$ cat config.mk
export PLATFORM = sky130hd
export DESIGN_NAME = keypad_entry_ctrl
export DESIGN_NICKNAME = d
export VERILOG_FILES = /design/src/rtl/keypad_entry_ctrl.sv
export SDC_FILE = /design/constraint.sdc
export NUM_CORES = 1
export LEC_CHECK = 0
export CAP_MARGIN = 20
export CORE_AREA = 2 2 109 111
export CTS_CLUSTER_SIZE = 40
export DETAILED_ROUTE_END_ITERATION = 8
export DIE_AREA = 0 0 111 113
export DONT_BUFFER_PORTS = 1
export GPL_ROUTABILITY_DRIVEN = 1
export PLACE_DENSITY_LB_ADDON = 0.12
export SLEW_MARGIN = 10
export SYNTH_ARGS = -nofsm -noshare
export SYNTH_HDL_FRONTEND = slang
export SYNTH_SLANG_ARGS = --single-unit
$ cat constraint.sdc
create_clock -name clk -period 2.9 [get_ports clk]
set_input_delay 0.58 -clock clk [delete_from_list [all_inputs] [get_ports clk]]
set_output_delay 0.58 -clock clk [all_outputs]
set_load 0.1 [all_outputs]
$ cat src/rtl/keypad_entry_ctrl.sv
// 4x4 active-low keypad scanner with debounce, one event per press and a BCD entry buffer.
// Optional build macro KEY_AUTOREPEAT_EN enables auto-repeat of held digit/BACKSPACE keys.
module keypad_entry_ctrl #(
  parameter int unsigned SCAN_DIV   = 1000,
  parameter int unsigned DEBOUNCE   = 4,
  parameter int unsigned DIGITS     = 4,
  parameter int unsigned REPEAT_DLY = 64
) (
  input  logic                clk,
  input  logic                rst,
  input  logic [3:0]          col_in,
  output logic [3:0]          row_out,
  output logic [15:0]         onehot,
  output logic                key_valid,
  output logic [4*DIGITS-1:0] digit_buf,
  output logic [3:0]          count,
  output logic                overflow
);

  localparam int unsigned DivW = (SCAN_DIV > 1) ? $clog2(SCAN_DIV) : 1;
  localparam int unsigned BufW = 4 * DIGITS;

  if (DIGITS < 1 || DIGITS > 7 || SCAN_DIV < 1 || DEBOUNCE < 1 || REPEAT_DLY < 1)
  begin : g_param_check
    $error("keypad_entry_ctrl: parameter out of range");
  end

  typedef enum logic [1:0] {StScan, StDebounce, StPressed, StRelease} state_e;

  state_e            state_q, state_d;
  logic [3:0]        col_s1_q, col_s2_q;
  logic [DivW-1:0]   div_q;
  logic [1:0]        row_q, row_d, col_q, col_d;
  logic [3:0]        pat_q, pat_d;
  logic [15:0]       cnt_q, cnt_d;
  logic [15:0]       onehot_q, onehot_d;
  logic              key_valid_q, key_valid_d, overflow_q, overflow_d;
  logic [BufW-1:0]   buf_q, buf_d;
  logic [3:0]        count_q, count_d;
`ifdef KEY_AUTOREPEAT_EN
  logic [15:0]       hold_q, hold_d;
`endif

  logic       tick;
  logic [3:0] key_idx;
  logic [2:0] low_col;
  logic [4:0] dig;

  // Returns {valid, column} when exactly one column is pulled low.
  function automatic logic [2:0] find_col(input logic [3:0] s);
    case (s)
      4'b1110: find_col = 3'b100;
      4'b1101: find_col = 3'b101;
      4'b1011: find_col = 3'b110;
      4'b0111: find_col = 3'b111;
      default: find_col = 3'b000;
    endcase
  endfunction

  // Returns {is_digit, bcd} for a key index.
  function automatic logic [4:0] digit_of(input logic [3:0] k);
    case (k)
      4'd3:    digit_of = 5'h10;
      4'd7:    digit_of = 5'h11;
      4'd6:    digit_of = 5'h12;
      4'd5:    digit_of = 5'h13;
      4'd11:   digit_of = 5'h14;
      4'd10:   digit_of = 5'h15;
      4'd9:    digit_of = 5'h16;
      4'd15:   digit_of = 5'h17;
      4'd14:   digit_of = 5'h18;
      4'd13:   digit_of = 5'h19;
      default: digit_of = 5'h00;
    endcase
  endfunction

  assign tick    = (div_q == DivW'(SCAN_DIV - 1));
  assign key_idx = {row_q, col_q};
  assign low_col = find_col(col_s2_q);
  assign dig     = digit_of(key_idx);

  always_comb begin
    state_d     = state_q;
    row_d       = row_q;
    col_d       = col_q;
    pat_d       = pat_q;
    cnt_d       = cnt_q;
    onehot_d    = onehot_q;
    key_valid_d = 1'b0;
    overflow_d  = 1'b0;
    buf_d       = buf_q;
    count_d     = count_q;
`ifdef KEY_AUTOREPEAT_EN
    hold_d      = hold_q;
`endif
    case (state_q)
      StScan: begin
        if (tick) begin
          if (low_col[2]) begin
            col_d   = low_col[1:0];
            pat_d   = col_s2_q;
            cnt_d   = 16'd1;
            state_d = (DEBOUNCE <= 1) ? StPressed : StDebounce;
          end else begin
            row_d = row_q + 2'd1;
          end
        end
      end
      StDebounce: begin
        if (tick) begin
          if (col_s2_q == pat_q) begin
            cnt_d = cnt_q + 16'd1;
            if (cnt_q + 16'd1 >= 16'(DEBOUNCE)) state_d = StPressed;
          end else begin
            state_d = StScan;
          end
        end
      end
      StPressed: begin
        onehot_d    = 16'd1 << key_idx;
        key_valid_d = 1'b1;
        if (dig[4]) begin
          if (count_q < 4'(DIGITS)) begin
            buf_d   = (buf_q << 4) | BufW'(dig[3:0]);
            count_d = count_q + 4'd1;
          end else begin
            overflow_d = 1'b1;
          end
        end else if (key_idx == 4'd0) begin
          buf_d   = '0;
          count_d = 4'd0;
        end else if (key_idx == 4'd4 && count_q != 4'd0) begin
          buf_d   = buf_q >> 4;
          count_d = count_q - 4'd1;
        end
        cnt_d   = 16'd0;
`ifdef KEY_AUTOREPEAT_EN
        hold_d  = 16'd0;
`endif
        state_d = StRelease;
      end
      StRelease: begin
        if (tick) begin
          if (col_s2_q == 4'hF) begin
            cnt_d = cnt_q + 16'd1;
            if (cnt_q + 16'd1 >= 16'(DEBOUNCE)) begin
              state_d = StScan;
              row_d   = 2'd0;
            end
          end else begin
            cnt_d = 16'd0;
          end
`ifdef KEY_AUTOREPEAT_EN
          if (col_s2_q == pat_q) begin
            hold_d = hold_q + 16'd1;
            if (hold_q + 16'd1 >= 16'(REPEAT_DLY) && (dig[4] || key_idx == 4'd4))
              state_d = StPressed;
          end else begin
            hold_d = 16'd0;
          end
`endif
        end
      end
      default: state_d = StScan;
    endcase
  end

  always_ff @(posedge clk or posedge rst) begin
    if (rst) begin
      state_q     <= StScan;
      col_s1_q    <= 4'hF;
      col_s2_q    <= 4'hF;
      div_q       <= '0;
      row_q       <= 2'd0;
      col_q       <= 2'd0;
      pat_q       <= 4'hF;
      cnt_q       <= 16'd0;
      onehot_q    <= 16'd0;
      key_valid_q <= 1'b0;
      overflow_q  <= 1'b0;
      buf_q       <= '0;
      count_q     <= 4'd0;
`ifdef KEY_AUTOREPEAT_EN
      hold_q      <= 16'd0;
`endif
    end else begin
      state_q     <= state_d;
      col_s1_q    <= col_in;
      col_s2_q    <= col_s1_q;
      div_q       <= tick ? '0 : div_q + DivW'(1);
      row_q       <= row_d;
      col_q       <= col_d;
      pat_q       <= pat_d;
      cnt_q       <= cnt_d;
      onehot_q    <= onehot_d;
      key_valid_q <= key_valid_d;
      overflow_q  <= overflow_d;
      buf_q       <= buf_d;
      count_q     <= count_d;
`ifdef KEY_AUTOREPEAT_EN
      hold_q      <= hold_d;
`endif
    end
  end

  assign row_out   = ~(4'b0001 << row_q);
  assign onehot    = onehot_q;
  assign key_valid = key_valid_q;
  assign overflow  = overflow_q;
  assign digit_buf = buf_q;
  assign count     = count_q;

endmodule

Yosys cells after proc, flatten, opt, wreduce, memory -nomap -nowiden
Memory sizes are Yosys's and may differ from the RTL's.
Cells that the tools add are included.

word-level totals
  output and inout bits = 42
  input port bits = 6
  bits in writable memories = 0
  memory bits (read-only) = 80
  word-level logic and storage cells = 90
  bits in registers = 82
  memories = 1
  bits in latches = 0

memories
  memory           words  width  rd ports  clocked after Yosys merged registers in  wr ports  RTL line  RTL
  (no name shown)  16     5      1         0                                        0         62        case (k)

operators by class
  equality and inequality tests = 21
  reductions and logical operators = 11
  add/subtract/negate cells = 5
  magnitude comparators = 2
  shift-type cells = 2
  bitwise operators = 2
  multipliers = 0
  multiplexer cells = 33
  div/mod/pow operators = 0

operators with widths
  cell                                                                    count
  16-bit 2-to-1 mux                                                       10
  16-bit one-hot mux with 4 select lines                                  1
  2-bit 2-to-1 mux                                                        10
  16-bit by 1-bit adder with 16-bit output, second input constant         1
  4-bit == test, second input constant                                    4
  16-bit by 3-bit >= comparator with 1-bit output, second input constant  1
  4-bit 2-to-1 mux                                                        4
  2-bit inequality test, second input constant                            8
  16-bit by 4-bit OR with 16-bit output                                   1
  1-bit by 4-bit left shift with 16-bit output, first input constant      1
  3-bit one-hot mux with 4 select lines                                   1
  10-bit by 1-bit adder with 10-bit output, second input constant         1
  10-bit == test, second input constant                                   1
  10-bit 2-to-1 mux                                                       1
  4-bit by 3-bit == test with 1-bit output, second input constant         2
  2-bit one-hot mux with 4 select lines                                   1
  7-bit AND reduction                                                     1
  3-bit AND reduction                                                     2
  6-bit AND reduction                                                     1
  5-bit AND reduction                                                     1
  4-bit by 1-bit adder with 4-bit output, second input constant           1
  2-bit == test, second input constant                                    2
  4-bit == test                                                           1
  4-bit zero test                                                         1
  other kinds (15)                                                        18

Depth between registers and ports, before layout
  depth after elaboration = 6
  gate-level depth with buffers = 10

Least setup slack after synthesis
OpenSTA, ideal clock, no wires.

  kind = flip-flop to flip-flop
  start = reg row_q[1]
  end = reg count_q[2], in the netlist count[2]
  buffers on the path = 2
  period minus slack after synthesis = 2.542 ns
  data arrival time = 2.441 ns
  cell stages (with the launch flop) = 11
  required time = 2.799 ns
  path slack = 0.358 ns
  cells stage by stage = dfrtp_1 > clkbuf_1 > inv_1 > ha_1 > inv_1 > a21oi_1 > o211ai_1 > a21o_1 > clkbuf_1 > o21ai_0 > o31ai_1

on the way
  cells in the longest elaborated chain, start to end = 4

RTL lines
  item                                                       RTL line  RTL
  from (decl)                                                33        logic [1:0] row_q, row_d, col_q, col_d;
  from (signal assigned)                                     191       row_q <= row_d;
  branches (longest 4 deep; another with memory 16 x 5 bit)  n/a
  to (signal assigned)                                       199       count_q <= count_d;
  to (decl)                                                  39        logic [3:0] count_q, count_d;

Several ways; the timed one is not identified.
A chain may end at the register's enable or synchronous reset.

==> impl_results.md <==
- Status: finished, final reports clean
- Data required, critical path: 3160 ps
- CTS Buffer Depth: 2
- Synthesized instance count: between 400 and 500
- # IOs: 48
- Post-route cell area: slightly below 5000 um^2
- Initial Util: about two fifths
- Die area: between 10,000 and 15,000 um^2
- Worst setup margin: ~320 ps
- Post-CTS setup buffer count: 0
- Gate power share: under 10%
- Netlist cell types: 52
- DRT Pass-1 Iters: 4
- Normalized max-slew margin: approximately 35%
- Min cycle time layout: roughly 2600 ps
- Power share of the sequential group: a little under half
- Clk pin slew, worst setup/hold paths: 60 ps
- Area grow syn2layout: 12.8%
- Hold buffers post-CTS: 0
- Placement Cell Area: roughly 4600 um^2
- Htree depth: 3
- Vias post-DR: between 3k and 4k
- Setup Skew: 8.30 ps
- DRC viols: 0
- Filler cells: about 1.1k
- Vias in the first global route: between 3k and 4k
- Final cell count without fillers: approximately 620
- Core Box Area: roughly 11,000 um^2
- Global Route Usage Sum: between 15 and 20%
- Setup violations, final: 0
- Crit path cell chain: ha_1, nand3_1, or3_1, o31ai_1, nand4_1, nor3_1, a2bb2oi_1
- Sinks on Clock Net: 82
- FP Rows: 39
- R2r startpoint: cnt_q[0]
- Critical path's largest stage delay: 470 ps
- Slew Limit Fails: 0
- Die X: roughly 110 um
- #FFs+latches synth: just over 80
- Layout Nets: just under 500
- Hold Slack: roughly 200 ps
- Clock root buffer: clkbuf_16
- Total Routed Length: between 10,000 and 15,000 um
- Asr flop ratio synth: 100%
- CP startpoint: cnt_q[0]
- Share of cells above drive strength 1: about an eighth
- Clk network pwr share: around half
- Slowest-stage cell, CP: dfrtp_1
- Kind of critical path: flip-flop to flip-flop
- LEAKAGE: 2.06 nW
- IO Port Bufs: 0
- Synth Flop Type: dfrtp_1
- Top-area cell type share of the netlist area: between 40% and 50%
- Die span in y: 113 um
- CP Launch Type: flip-flop
- Max Clk Rate: around 0.39 GHz
- Largest cells by area after synthesis: dfrtp_1 (40%), dfstp_2 (7.3%), o21ai_0 (5.0%)
- Final Cycle Share: 89.0%
- Pwr dens: between 400 and 500 nW/um^2
- Place WS: between 300 and 400 ps
- Fin. Hold Viols: 0
- Total gr overflow: 0
- CP max FO: 9
- Register area share after synthesis: a little under half
- WP data arrival: around 2800 ps
- Crit path capture type: flip-flop
- Psw: between 0.4 and 0.5 mW
- Unrepaired setup endpoints after global routing: false
- # resized after CTS: 0
- Num CTS Buffers: 9
- Final ANT Viol Nets: 0
- Commonest non-fill, non-tap cell in the layout: dfrtp_1
- Min-delay worst type: input port to asynchronous set/reset pin
- RePlAce Congestion: around 0.78
- Vias per cell: ~5.5
- Leading area contributor after synthesis: dfrtp_1
- Mapped Avg Cell Area: just over 9 um^2
- WL per Instance: ~16 um
- Initial antenna violation count: 0
- 1st-iter DRT viols: around 250
- Commonest non-fill, non-tap cells in the layout: dfrtp_1 (70), nand2_1 (52), o21ai_0 (43)
- TritonCTS clock tree: built
- Worst Tran Pin Value: slightly below 1000 ps
- Final TNS setup: 0 ps
- Max rail drop VDD: roughly 0.27 mV
- Ys Warns: 0
- Diodes inserted: 0
- Placed cells: approximately 600
- Largest net degree at the start of global routing: 46
- HPWL Detailed: 6940 um
- Syn nets: between 400 and 500
- First-pass GRT wire length: approximately 17,000 um
- Clk_lat worst skew: approximately 340 ps
- Cell Area, Synth: around 4300 um^2
- Post-synth EDFFs: 0
- Switch share: ~20%
- Max_cap viols: 0
- Int Pwr: between 1.5 and 2 mW
-- power by group through the flow --
stage / sequential, mW / combinational, mW / clock (mW)
floorplan: 1.18 / 0.0343 / 0
global placement: 1.18 / 0.0417 / 0
detailed placement: 1.18 / 0.0419 / 0
CTS: 1.16 / 0.0418 / 1.27
global route: 1.16 / 0.0467 / 1.32
finish: 1.16 / 0.0396 / 1.23
-- worst max-delay path: cells and delay by family (launching register included) --
kind	cells	cell delay, ps
AOI/OAI and AO/OA	2	460
adders and majority gates	1	310
DFF	1	470
and+or+nand+nor	4	1270
-- worst paths after layout --
kind,cells after the start,slack (ps),endpoint
max in group asynchronous,2,2000,col_s2_q[2]
worst max-delay path,7,320,flip-flop
worst min register to register,0,350,col_s2_q[1]
worst min-delay path,1,200,digit_buf[8]
worst max register to register,7,320,flip-flop
min in group clk,0,240,col_s1_q[0]
-- Yosys cell counts (all sizes together), types with 2 or more instances --
master and number:
ha 13, a21oi 29, a211oi 3, and3 10
o41ai 3, dfstp 12, o22ai 4, clkbuf 23
a22o 16, nand3 20, a21o 3, o31ai 18
nor3 14, mux2 3, a22oi 2, nor4 3
o32a 2, nand4 9, buf 6, or3 5
nor2 31, o32ai 2, xor2 4, o21ai 44
inv 20, and2 5, o21a 2, a31oi 5
xnor2 14, or2 2, a2bb2oi 2, or4 4
o211ai 2, nand2 52, dfrtp 70
-- routing by layer --
metal	GRT usage, %	vias to the layer above	part of all wire, %
met4	5.92	0	0.68
met2	26.7	56	49
met5	0	-	0
li1	-	1707	-
met3	5.14	4	3.5
met1	22.3	1663	47
-- cell type report --
| cell class | instances | area [um^2] | area share [%] |
|---|---|---|---|
| Sequential cell | 82 | 2070 | 42.4 |
| Timing Repair Buffer | 22 | 178 | 3.64 |
| Tap cell | 143 | 179 | 3.67 |
| Multi-Input combinational cell | 336 | 2060 | 42.2 |
| Inverter | 20 | 76.3 | 1.56 |
| Clock buffer | 11 | 243 | 4.98 |
| Clock inverter | 5 | 77.6 | 1.59 |
-- state kept, by name, summed over array words and instances, names as in the netlist, named ones only --
| name | cells |
|---|---|
| overflow | 1 |
| div_q | 10 |
| cnt_q | 16 |
| digit_buf | 16 |
| onehot | 16 |
| col_s1_q | 4 |
| count | 4 |
| col_q | 2 |
| row_q | 2 |
| key_valid | 1 |
| col_s2_q | 4 |
| state_q | 1 |
| pat_q | 4 |
-- kinds of logic (layout without fill, tap and decap cells) --
| logic type | count (synthesis) | after routing | share of synthesized area, % |
|---|---|---|---|
| compound gates | 146 | 146 | 22.1 |
| xor+xnor | 18 | 18 | 3.64 |
| fa+ha+maj | 13 | 13 | 3.76 |
| buf+inv | 49 | 58 | 4.66 |
| flops | 82 | 82 | 47.8 |
| mux | 3 | 3 | 0.781 |
| simple gates | 156 | 156 | 17.3 |
-- stage by stage --
step	util, %	power (mW)
floorplan	-	1.21
global placement	40.4	1.23
detailed placement	40.4	1.23
CTS	43.3	2.47
global route	43.3	2.53
finish	43.3	2.43
Note: power is estimated with default switching activity, not from simulation.
